--- config.mk ---
export PLATFORM = sky130hd
export DESIGN_NAME = inst_stage_queue
export DESIGN_NICKNAME = d
export VERILOG_FILES = /design/src/rtl/inst_stage_queue.sv
export SDC_FILE = /design/constraint.sdc
export NUM_CORES = 1
export LEC_CHECK = 0
export BUFFER_PORTS_ARGS = -buffer_cell sky130_fd_sc_hd__buf_2
export CORE_ASPECT_RATIO = 1.25
export CORE_MARGIN = 5
export CORE_UTILIZATION = 55
export DETAILED_ROUTE_END_ITERATION = 8
export PLACE_DENSITY = 0.78
export SYNTH_ARGS = -nofsm -noshare
export SYNTH_HDL_FRONTEND = slang
export SYNTH_SLANG_ARGS = --single-unit
--- constraint.sdc ---
create_clock -name clk -period 5.5 [get_ports clk]
set_input_delay 1.1 -clock clk [delete_from_list [all_inputs] [get_ports clk]]
set_output_delay 1.1 -clock clk [all_outputs]
set_load 0.02 [all_outputs]
--- src/rtl/inst_stage_queue.sv ---
// Instruction queue between fetch and decode. It holds DEPTH words, presents the head from a
// register, and retires call forms in two stages (push-PC pre-stage, then normal).
module inst_stage_queue #(
    parameter int          DEPTH     = 4,
    parameter int          INST_BITS = 16,
    parameter logic [3:0]  CC_CALL   = 4'hF
) (
    input  logic                       clk,
    input  logic                       reset,
    input  logic                       in_valid,
    input  logic [INST_BITS-1:0]       in_inst,
    output logic                       in_ready,
    input  logic                       flush,
    output logic                       out_valid,
    output logic [INST_BITS-1:0]       out_inst,
    output logic                       out_pre_stage,
    input  logic                       sc_inst_done,
    output logic                       inst_done,
    output logic [$clog2(DEPTH):0]     level
);
    localparam int PW = $clog2(DEPTH);
    localparam int LW = PW + 1;

    logic [INST_BITS-1:0] mem [DEPTH];
    logic [PW-1:0]        rd_ptr_reg, wr_ptr_reg, rd_ptr_next;
    logic [LW-1:0]        level_reg, level_next;
    logic                 stage_reg;
    logic [INST_BITS-1:0] head_reg, head_next;
    logic                 need_pre, push, pop;

    assign need_pre = ((head_reg[15:12] == 4'b0000) && (head_reg[11:8] == CC_CALL)) ||
                      (head_reg[15:6] == 10'b0010000001);

    assign in_ready      = (level_reg < LW'(DEPTH)) && !flush;
    assign out_valid     = (level_reg != '0);
    assign out_pre_stage = out_valid && need_pre && !stage_reg;
    assign inst_done     = out_valid && !out_pre_stage && sc_inst_done && !flush;
    assign out_inst      = head_reg;
    assign level         = level_reg;

    assign push = in_valid && in_ready;
    assign pop  = inst_done;

    always_comb begin
        level_next  = level_reg;
        rd_ptr_next = pop ? rd_ptr_reg + PW'(1) : rd_ptr_reg;
        if (flush) begin
            level_next = '0;
        end else if (push && !pop) begin
            level_next = level_reg + LW'(1);
        end else if (!push && pop) begin
            level_next = level_reg - LW'(1);
        end
        // When the new head is the word being written right now, take it from the input.
        if (push && (rd_ptr_next == wr_ptr_reg)) begin
            head_next = in_inst;
        end else begin
            head_next = mem[rd_ptr_next];
        end
    end

    always_ff @(posedge clk) begin
        if (push) begin
            mem[wr_ptr_reg] <= in_inst;
        end
        head_reg <= head_next;
    end

    always_ff @(posedge clk) begin
        if (reset) begin
            rd_ptr_reg <= '0;
            wr_ptr_reg <= '0;
            level_reg  <= '0;
            stage_reg  <= 1'b0;
        end else if (flush) begin
            rd_ptr_reg <= wr_ptr_reg;
            level_reg  <= '0;
            stage_reg  <= 1'b0;
        end else begin
            rd_ptr_reg <= rd_ptr_next;
            level_reg  <= level_next;
            if (push) begin
                wr_ptr_reg <= wr_ptr_reg + PW'(1);
            end
            if (inst_done) begin
                stage_reg <= 1'b0;
            end else if (out_valid && sc_inst_done) begin
                stage_reg <= 1'b1;
            end
        end
    end
endmodule

Yosys cells after proc, flatten, opt, wreduce, memory -nomap -nowiden

Memories as Yosys holds them, arrays and structs flattened. A register that Yosys moved wholly into a read port is not among the register bits.
Cells that the tools add are included.

$add $sub $neg: 4
Multiply operators: 0
Div/mod/pow operators: 0
Order comparisons: 1
Equality and inequality tests: 2
Shifts and indexed selects: 0
Multiplexer cells: 6
Bitwise logic cells: 1
Reduce and logical (&&, ||, !) cells: 23

Operator list:

| kind                                              | number |
|---|---|
| logical AND 1 bit                                 | 11 |
| == test 10 x 8 -> 1 bit, second input constant    | 1 |
| two-way mux 3 bit                                 | 2 |
| zero test 1 bit                                   | 5 |
| adder 2 x 1 -> 2 bit, second input constant       | 2 |
| == test 4 bit, second input constant              | 1 |
| zero test 4 bit                                   | 1 |
| two-way mux 2 bit                                 | 2 |
| adder 3 x 1 -> 3 bit, second input constant       | 1 |
| less-than comparator 3 bit, second input constant | 1 |
| nonzero test 3 bit                                | 1 |
| OR reduction 3 bit                                | 1 |
| subtractor 3 x 1 -> 3 bit, second input constant  | 1 |
| two-way mux 1 bit                                 | 2 |
| AND reduction 2 bit                               | 1 |
| nonzero test 2 bit                                | 1 |
| OR reduction 2 bit                                | 1 |
| logical OR 1 bit                                  | 1 |
| inverter 1 bit                                    | 1 |

Register bits after elaboration: 8
Latch bits: 0
Memory bits (writable): 64
ROM bits: 0
Output and inout port bits: 23
Logic and storage cells: 42
Memories kept: 1

Memory list:

| name | words | bits a word | rd ports | clocked after memory_dff | write ports | line | text |
|---|---|---|---|---|---|---|---|
| mem  | 4     | 16          | 1        | 1                        | 1           | 24   | `logic [INST_BITS-1:0] mem [DEPTH];` |

Longest topological paths before layout

Gate-level depths: netlist of the first run.

Depth after elaboration: 12
Depth in mapped cells: 13

Least setup slack after synthesis of the first run

OpenSTA, ideal clock, no wires.

Kind: reg-to-output
Start point: register with a tool-made name
End point: output out_pre_stage
Arrival: 2.216 ns
Data required time: 4.400 ns
Setup slack: 2.184 ns
Stages on the path, launching flop included: 6
Buffers on the path: 1
Cell sequence: dfxtp_1 > buf_6 > mux4_2 > or3b_1 > or4_4 > nor2_1

RTL lines:

| element       | line | text |
|---|---|---|
| end, declared | 16   | `output logic out_pre_stage,` |

==> impl_metrics.ini, run 1 <==
[outcome]
outcome = finished, final reports clean

[clock_tree]
cts_hold_buf = 0
cts-root-buf = clkbuf_8
cts_tree = built
postCtsSetupBuffers = 0
cts.sinks = 74
clkTransAtPathRegs_ns = 0.07
cts_buffers = 9
htree_num_levels = 3
insertion_delay_ns = 0.33
clk_path_buf_depth = 2
cts_resized = 0

[pwr]
peakVddDrop_uv = 335.9
power.density_nw_per_um2 = 363.5
p_leak_nw = 1.218
total_power_mw = 1.228

[critical_path]
crit_arrival_ns = 2.90
crit_type = flip-flop to output pin
cp-end-kind = output pin
r2r_slack_ns = 1.97
crit_required_ns = 4.40
worstPathMaxFanout = 16
reg2reg_to = level[2]
critPathLaunchType = flip-flop
rr_worst_depth = 11

[grt]
grt_pass1_wl_mm = 8.238
grt_remaining_overflow = 0
grt_max_degree = 17
grt_antenna_before_repair = 0
first_global_vias = 1607
grt.total_usage_pct = 16.97

[yosys]
synth_nets = 172
synth_top_family_by_area = multiplexers
synth_edf_count = 64
yosys.area_share.simple_pct = 4.109
synth_cell_types = 30
synth_area_sq_um = 2893
synth_ff_type = edfxtp_1
async_flop_share_pct = 0
muxShareOfSynthArea_pct = 13.19
synth.avg_cell_area_sq_um = 19.95
synthXorXnorAreaFrac_pct = 1.817
synthCells = 145
synthAdderAreaFrac_pct = 2.855
synth_compound_area_share_pct = 2.811
synth_warnings = 0
ys_seq_elements = 74
ys_seq_area_share_pct = 73.36

[routing]
final_antenna_net_count = 0
drt_iter0_drc = 73
drc_errors = 0
viasPerCell = 5.692
wl_per_cell_um = 19.95
drt_wl_total_mm = 5.186
first_pass_iters = 4
dr_total_vias = 1480

[die]
ios = 44
core-area_sq_um = 5080
die_w_um = 74.87
initial_core_util_pct = 56.95
fp-row-count = 29
die_h_um = 91.09
die_area_sq_um = 6819

[sta]
finalHoldViolations = 0
period_minus_slack_ns = 4.000
drv_slew = 0
rsz0062_at_grt = false
max_clock_freq_mhz = 250.0
whs_ns = 0.4893
fin_setup_tns_ns = 0
relSlewSlack_pct = 42.00
worst_pin_slew_ns = 0.8701
period_share_pct = 72.72
clock_skew_ns = 0.004446
setup_viol = 0

[final_layout]
final_common_cell = edfxtp_1
antenna-diode-count = 0
syn2layout_area_growth_pct = 16.74
layout.nets = 220
fin_area_sq_um = 3377
largest_reg_flops = 64
final_layout_size_suffix_gt1_share_pct = 36.87
mostFrequentLayoutCells = edfxtp_1, buf_2, mux4_2
layoutNonFillerInstCount = 260

[min_path]
hp-class = flip-flop to flip-flop
min_path_cells = 1
worstHoldStart = rd_ptr_reg[1]

[placed_design]
post_dp_cell_area_sq_um = 3154
portBuffers = 43
place_congestion = 0.8257
dp_hpwl_mm = 3.459
place_inst = 244

[flow_run]
cap_violations = 0
-- report_power, final --
part / internal (mW) / switching (mW) / leakage [nW]
Combinational: 0.0545 / 0.0739 / 0.444
Sequential: 0.626 / 0.0121 / 0.663
Clock: 0.281 / 0.180 / 0.111
Total: 0.962 / 0.266 / 1.22
-- final cells by class --
| cell class | count | area, sq um |
|---|---|---|
| inverters | 4 | 15.01 |
| well taps | 62 | 77.57 |
| clock inverters | 2 | 60.06 |
| fillers | 344 | 1703 |
| flip-flops and latches | 74 | 2122 |
| repair buffers | 44 | 222.7 |
| clock buffers | 14 | 162.7 |
| multi-input cells | 60 | 716.9 |
-- cells in the mapped netlist (2+ instances only) --
cell	instances	area (sq um)
edfxtp_1	64	1922
mux4_2	13	292.8
dfxtp_1	10	200.2
nor2_1	7	26.28
ha_1	5	62.56
a21oi_1	4	20.02
and3_1	4	25.02
clkbuf_1	4	15.01
inv_1	4	15.01
xnor2_1	4	35.03
mux4_1	3	78.83
nor3_1	3	15.01
o21a_1	2	15.01
xor2_1	2	17.52
-- worst max-delay path by stage --
stage | start | cells after the start | to
after floorplan | flip-flop | 5 | out_pre_stage
after global placement | flip-flop | 6 | inst_done
after detailed placement | flip-flop | 6 | inst_done
after CTS | flip-flop | 6 | inst_done
after global routing | flip-flop | 6 | inst_done
final | flip-flop | 6 | inst_done
-- per-stage QoR --
step	setup slack [ns]	utilization, %
detailed placement	1.848	62.09
global placement	1.907	62.09
floorplan	2.184	-
CTS	1.472	66.48
finish	1.500	66.48
global route	1.364	66.48
-- cells by family (layout without fill, tap and decap cells) --
logic type / count (synthesis) / after routing
DFF: 74 / 74
xor gates and xnor gates: 6 / 6
buffers and inverters: 11 / 64
AOI/OAI and AO/OA: 10 / 10
adders and majority gates: 6 / 6
muxes: 17 / 17
and+or+nand+nor: 21 / 21
-- metal layers --
metal	up-vias	wire (um)	GRT usage (%)
met5	-	0	0
met4	0	136	9.347
met3	11	297	4.530
met2	42	2738	28.05
met1	753	2013	19.48
li1	674	-	-
-- critical path: stages (launching register included) --
cell and delay (ns):
dfxtp_1 0.79, mux4_2 0.44, or3b_1 0.36, or4_4 0.53, o21ai_4 0.21, inv_1 0.08
buf_2 0.16
Power figures use the tool's default switching activity.
==> run 2, diff against run 1 <==
--- a/config.mk
+++ b/config.mk
@@ -8,9 +8,9 @@
 export BUFFER_PORTS_ARGS = -buffer_cell sky130_fd_sc_hd__buf_2
 export CORE_ASPECT_RATIO = 1.25
 export CORE_MARGIN = 5
-export CORE_UTILIZATION = 55
+export CORE_UTILIZATION = 50
 export DETAILED_ROUTE_END_ITERATION = 8
-export PLACE_DENSITY = 0.78
+export PLACE_DENSITY = 0.74
 export SYNTH_ARGS = -nofsm -noshare
 export SYNTH_HDL_FRONTEND = slang
 export SYNTH_SLANG_ARGS = --single-unit
==> constraint.sdc (replaced) <==
create_clock -name clk -period 3.6 [get_ports clk]
set_input_delay 0.72 -clock clk [delete_from_list [all_inputs] [get_ports clk]]
set_output_delay 0.72 -clock clk [all_outputs]
set_load 0.02 [all_outputs]
==> run 2 against run 1 <==
  * Final cell count increased by 2.3%
  * Sequential cell count unchanged
  * Core utilization decreased by 6.7 points
  * Critical path depth increased by 1
  * Count of clock-buffer cells in the layout decreased by 3
  * Via count decreased by 0.81%
  * Critical path type unchanged
  * Critical endpoint unchanged
  * Largest cell class unchanged
==> impl_metrics.ini, run 2 (synthesis results as in run 1) <==
[critical_path]
cpMaxStageDelayCell = mux4_2
crit_path_cell_trace = buf_4, mux4_2, or4b_1, o31a_1, o21ai_4, inv_1, buf_2
rr_worst_depth = 12
crit_arrival_ns = 2.72
crit_type = flip-flop to output pin
cp-end-kind = output pin
critPathLaunchType = flip-flop
crit_required_ns = 2.88
max_stage_delay_ns = 0.54
worstPathMaxFanout = 6

[sta]
max_clock_freq_mhz = 291.0
setup_viol = 0
period_share_pct = 95.44
relSlewSlack_pct = 40.47
drv_slew = 0
worst_pin_slew_ns = 0.8929
setup_slack_ns = 0.1640
finalHoldViolations = 0
period_minus_slack_ns = 3.436
fin_setup_tns_ns = 0
rsz0062_at_grt = false
clock_skew_ns = 0.007787

[clock_tree]
cts_buffers = 9
htree_num_levels = 3
cts.sinks = 74
cts-root-buf = clkbuf_8
clk_path_buf_depth = 2
postCtsSetupBuffers = 0
insertion_delay_ns = 0.34
cts_tree = built
cts_resized = 0
cts_hold_buf = 0
clkTransAtPathRegs_ns = 0.07

[routing]
drt_wl_total_mm = 5.317
final_antenna_net_count = 0
top_layer = met4
drc_errors = 0
viasPerCell = 5.519
routed-wl-met2_mm = 2.926
wl_per_cell_um = 19.99
wl_met1_mm = 2.035
dr_total_vias = 1468
routed-wl-met3_um = 291
drt_iter0_drc = 87
first_pass_iters = 4

[final_layout]
final_layout_size_suffix_gt1_share_pct = 38.00
nFillCells = 406
final_common_cell = edfxtp_1
syn2layout_area_growth_pct = 17.86
layout.nets = 222
mostFrequentLayoutCells = edfxtp_1, buf_2, mux4_2
largest_reg_flops = 64
layoutNonFillerInstCount = 266
fin_area_sq_um = 3410
antenna-diode-count = 0

[grt]
grt.total_usage_pct = 15.75
grt_remaining_overflow = 0
grt_antenna_before_repair = 0
grt_max_degree = 17
first_global_vias = 1635
grt_pass1_wl_mm = 8.549

[outcome]
outcome = finished, final reports clean

[die]
die_h_um = 95.04
core-area_sq_um = 5702
die_area_sq_um = 7416
initial_core_util_pct = 50.74
fp-row-count = 31
die_w_um = 78.03
ios = 44

[min_path]
min_path_cells = 1
hp-class = flip-flop to flip-flop

[pwr]
peakVddDrop_uv = 381.1
total_power_mw = 1.920
p_leak_nw = 1.233
power.density_nw_per_um2 = 563.1

[placed_design]
portBuffers = 43
place_inst = 250
place_ws_ns = 0.2352
post_dp_cell_area_sq_um = 3174
place_congestion = 0.8125
dp_hpwl_mm = 3.659

[flow_run]
cap_violations = 0
run 2: final timing paths:
| kind | start | to | slack, ns |
|---|---|---|---|
| max | flip-flop | inst_done | 0.16 |
| min | rd_ptr_reg[1] | flip-flop | 0.48 |
| max reg2reg | flip-flop | level[2] | 0.28 |
| min reg2reg | rd_ptr_reg[1] | flip-flop | 0.48 |
run 2: layout make-up:
class,instances,area [sq um],area share [%]
clock inverter,5,102.6,3.009
timing repair buffer,46,237.7,6.972
inverter,4,15.01,0.4404
sequential,74,2123,62.28
clock buffer,11,131.4,3.853
multi-input combinational,60,716.9,21.03
tap,66,82.58,2.422
run 2: per-stage QoR:
stage | utilization [%] | hold slack [ns]
2_1_floorplan | - | 0.4323
3_5_place_dp | 55.67 | 0.4736
3_3_place_gp | 55.67 | 0.4598
4_1_cts | 59.78 | 0.4887
6_report | 59.80 | 0.4807
5_1_grt | 59.80 | 0.4977
run 2: worst max-delay path, delay by kind of cell, from the launching register on:
family,cells,cell delay (ns)
AO/OA/AOI/OAI,2,0.51
buffers and inverters,3,0.43
flip-flops,1,0.36
multiplexers,1,0.54
AND/OR/NAND/NOR,1,0.54
run 2: power by group:
group	leakage (nW)	switching [mW]	internal, mW
logic	0.454	0.120	0.0859
registers	0.663	0.0128	0.957
clock network	0.115	0.285	0.460
run 2: layer usage:
| metal | track usage (%) | up-vias |
|---|---|---|
| met4 | 6.761 | 0 |
| met2 | 27.23 | 39 |
| met5 | 0 | - |
| li1 | - | 680 |
| met1 | 18.41 | 743 |
| met3 | 4.442 | 6 |
==> run 3, diff against run 2 <==
--- a/config.mk
+++ b/config.mk
@@ -11,6 +11,7 @@
 export CORE_UTILIZATION = 50
 export DETAILED_ROUTE_END_ITERATION = 8
 export PLACE_DENSITY = 0.74
+export REMOVE_ABC_BUFFERS = 1
 export SYNTH_ARGS = -nofsm -noshare
 export SYNTH_HDL_FRONTEND = slang
 export SYNTH_SLANG_ARGS = --single-unit
==> run 3 against run 2 <==
  * Clock skew shrank 0.00096 ns
  * Register-to-register slack is essentially flat
  * First-iteration DRC count shrank 16%
  * Critical path depth shrank 1
  * Final cell count shrank 0.38%
  * Sequential power is essentially flat
  * Sequential cell count is the same
  * Count of clock-buffer cells in the layout shrank 2
  * Sequential share of layout area is the same
  * Core utilization is the same
  * Via count grew 2.1%
  * Largest cell class unchanged
==> impl_metrics.ini, run 3 (synthesis results as in run 1) <==
[outcome]
outcome = finished, final reports clean

[routing]
dr_total_vias = 1499
first_pass_iters = 4
drt_wl_total_mm = 5.262
drt_iter0_drc = 73
final_antenna_net_count = 0
viasPerCell = 5.657
drc_errors = 0
wl_per_cell_um = 19.86

[pwr]
peakVddDrop_uv = 291.0
power.density_nw_per_um2 = 562.9
p_leak_nw = 1.225

[sta]
setup_viol = 0
whs_ns = 0.4672
max_clock_freq_mhz = 296.5
period_minus_slack_ns = 3.373
relSlewSlack_pct = 40.98
finalHoldViolations = 0
clock_skew_ns = 0.006826
period_share_pct = 93.69
rsz0062_at_grt = false
drv_slew = 0
worst_pin_slew_ns = 0.8854

[clock_tree]
clk_path_buf_depth = 2
cts_tree = built
cts-root-buf = clkbuf_8
cts_buffers = 9
postCtsSetupBuffers = 0
insertion_delay_ns = 0.33
htree_num_levels = 3
clkTransAtPathRegs_ns = 0.07
cts.sinks = 74

[grt]
grt_remaining_overflow = 0
grt_antenna_before_repair = 0
grt_max_degree = 17
first_global_vias = 1603
grt.total_usage_pct = 15.12
grt_pass1_wl_mm = 8.238

[final_layout]
mostFrequentLayoutCells = edfxtp_1, buf_2, mux4_2
largest_reg_flops = 64
nFillCells = 416
final_layout_size_suffix_gt1_share_pct = 38.69
multi_input_area_sq_um = 716.9
layout.nets = 221
final-seq-area_sq_um = 2123
syn2layout_area_growth_pct = 17.86
fin_area_sq_um = 3410
final_common_cell = edfxtp_1
antenna-diode-count = 0

[critical_path]
cp-end-kind = output pin
crit_required_ns = 2.88
crit_type = flip-flop to output pin
max_stage_delay_ns = 0.62
cpMaxStageDelayCell = mux4_1
critPathTopFamily = multiplexers
worstPathMaxFanout = 6
crit_path_cell_trace = mux4_1, or4b_1, o31a_1, o21ai_4, inv_1, buf_2
crit_arrival_ns = 2.65
critPathLaunchType = flip-flop
critPathBufInv = 2

[placed_design]
dp_hpwl_mm = 3.773
portBuffers = 43
post_dp_cell_area_sq_um = 3167
place_congestion = 0.8698

[die]
fp-row-count = 31
ios = 44
die_area_sq_um = 7416
die_h_um = 95.04
die_w_um = 78.03
initial_core_util_pct = 50.74
core-area_sq_um = 5702

[min_path]
worstHoldStart = rd_ptr_reg[1]
hp-class = flip-flop to flip-flop

[flow_run]
cap_violations = 0
[run 3: what timing repair did]
item / CTS / global route
endpoints found under the hold margin: 0 / 0
setup endpoints to repair: 0 / 2
gates resized for setup: 0 / 1
hold buffers: 0 / 0
[run 3: metal layers]
| layer | vias to the layer above | share of wire [%] | GRT usage, % |
|---|---|---|---|
| met3 | 9 | 6.1 | 4.537 |
| met4 | 0 | 1.1 | 5.070 |
| met5 | - | 0 | 0 |
| met2 | 61 | 52 | 26.32 |
| li1 | 678 | - | - |
| met1 | 751 | 41 | 17.94 |
[run 3: per-stage QoR]
step	cells	TNS (ns)	utilization, %	setup WS, ns	total power, mW
after floorplan	138	-0.1128	-	-0.1128	1.116
after global placement	249	0	55.54	0.2524	1.185
after global routing	265	0	59.80	0.1296	1.986
final	265	0	59.80	0.2270	1.919
after CTS	265	0	59.78	0.08047	1.938
after detailed placement	249	0	55.54	0.1354	1.195
[run 3: where the power goes]
group / internal [mW] / switching, mW
logic: 0.0841 / 0.118
clock network: 0.459 / 0.287
registers: 0.957 / 0.0150
total: 1.50 / 0.420
[run 3: worst paths after layout]
check	endpoint	slack (ns)	cells after the start
worst max-delay path	inst_done	0.23	6
worst min-delay path	flip-flop	0.47	1
worst min register to register	flip-flop	0.47	1
worst max register to register	level[2]	0.28	11
[run 3: layout make-up]
type                            count  area share, %
Multi-Input combinational cell     60          21.03
Inverter                            4         0.4404
Clock buffer                        9          3.633
Sequential cell                    74          62.28
Timing Repair Buffer               45          6.752
Tap cell                           66          2.422
Clock inverter                      7          3.450
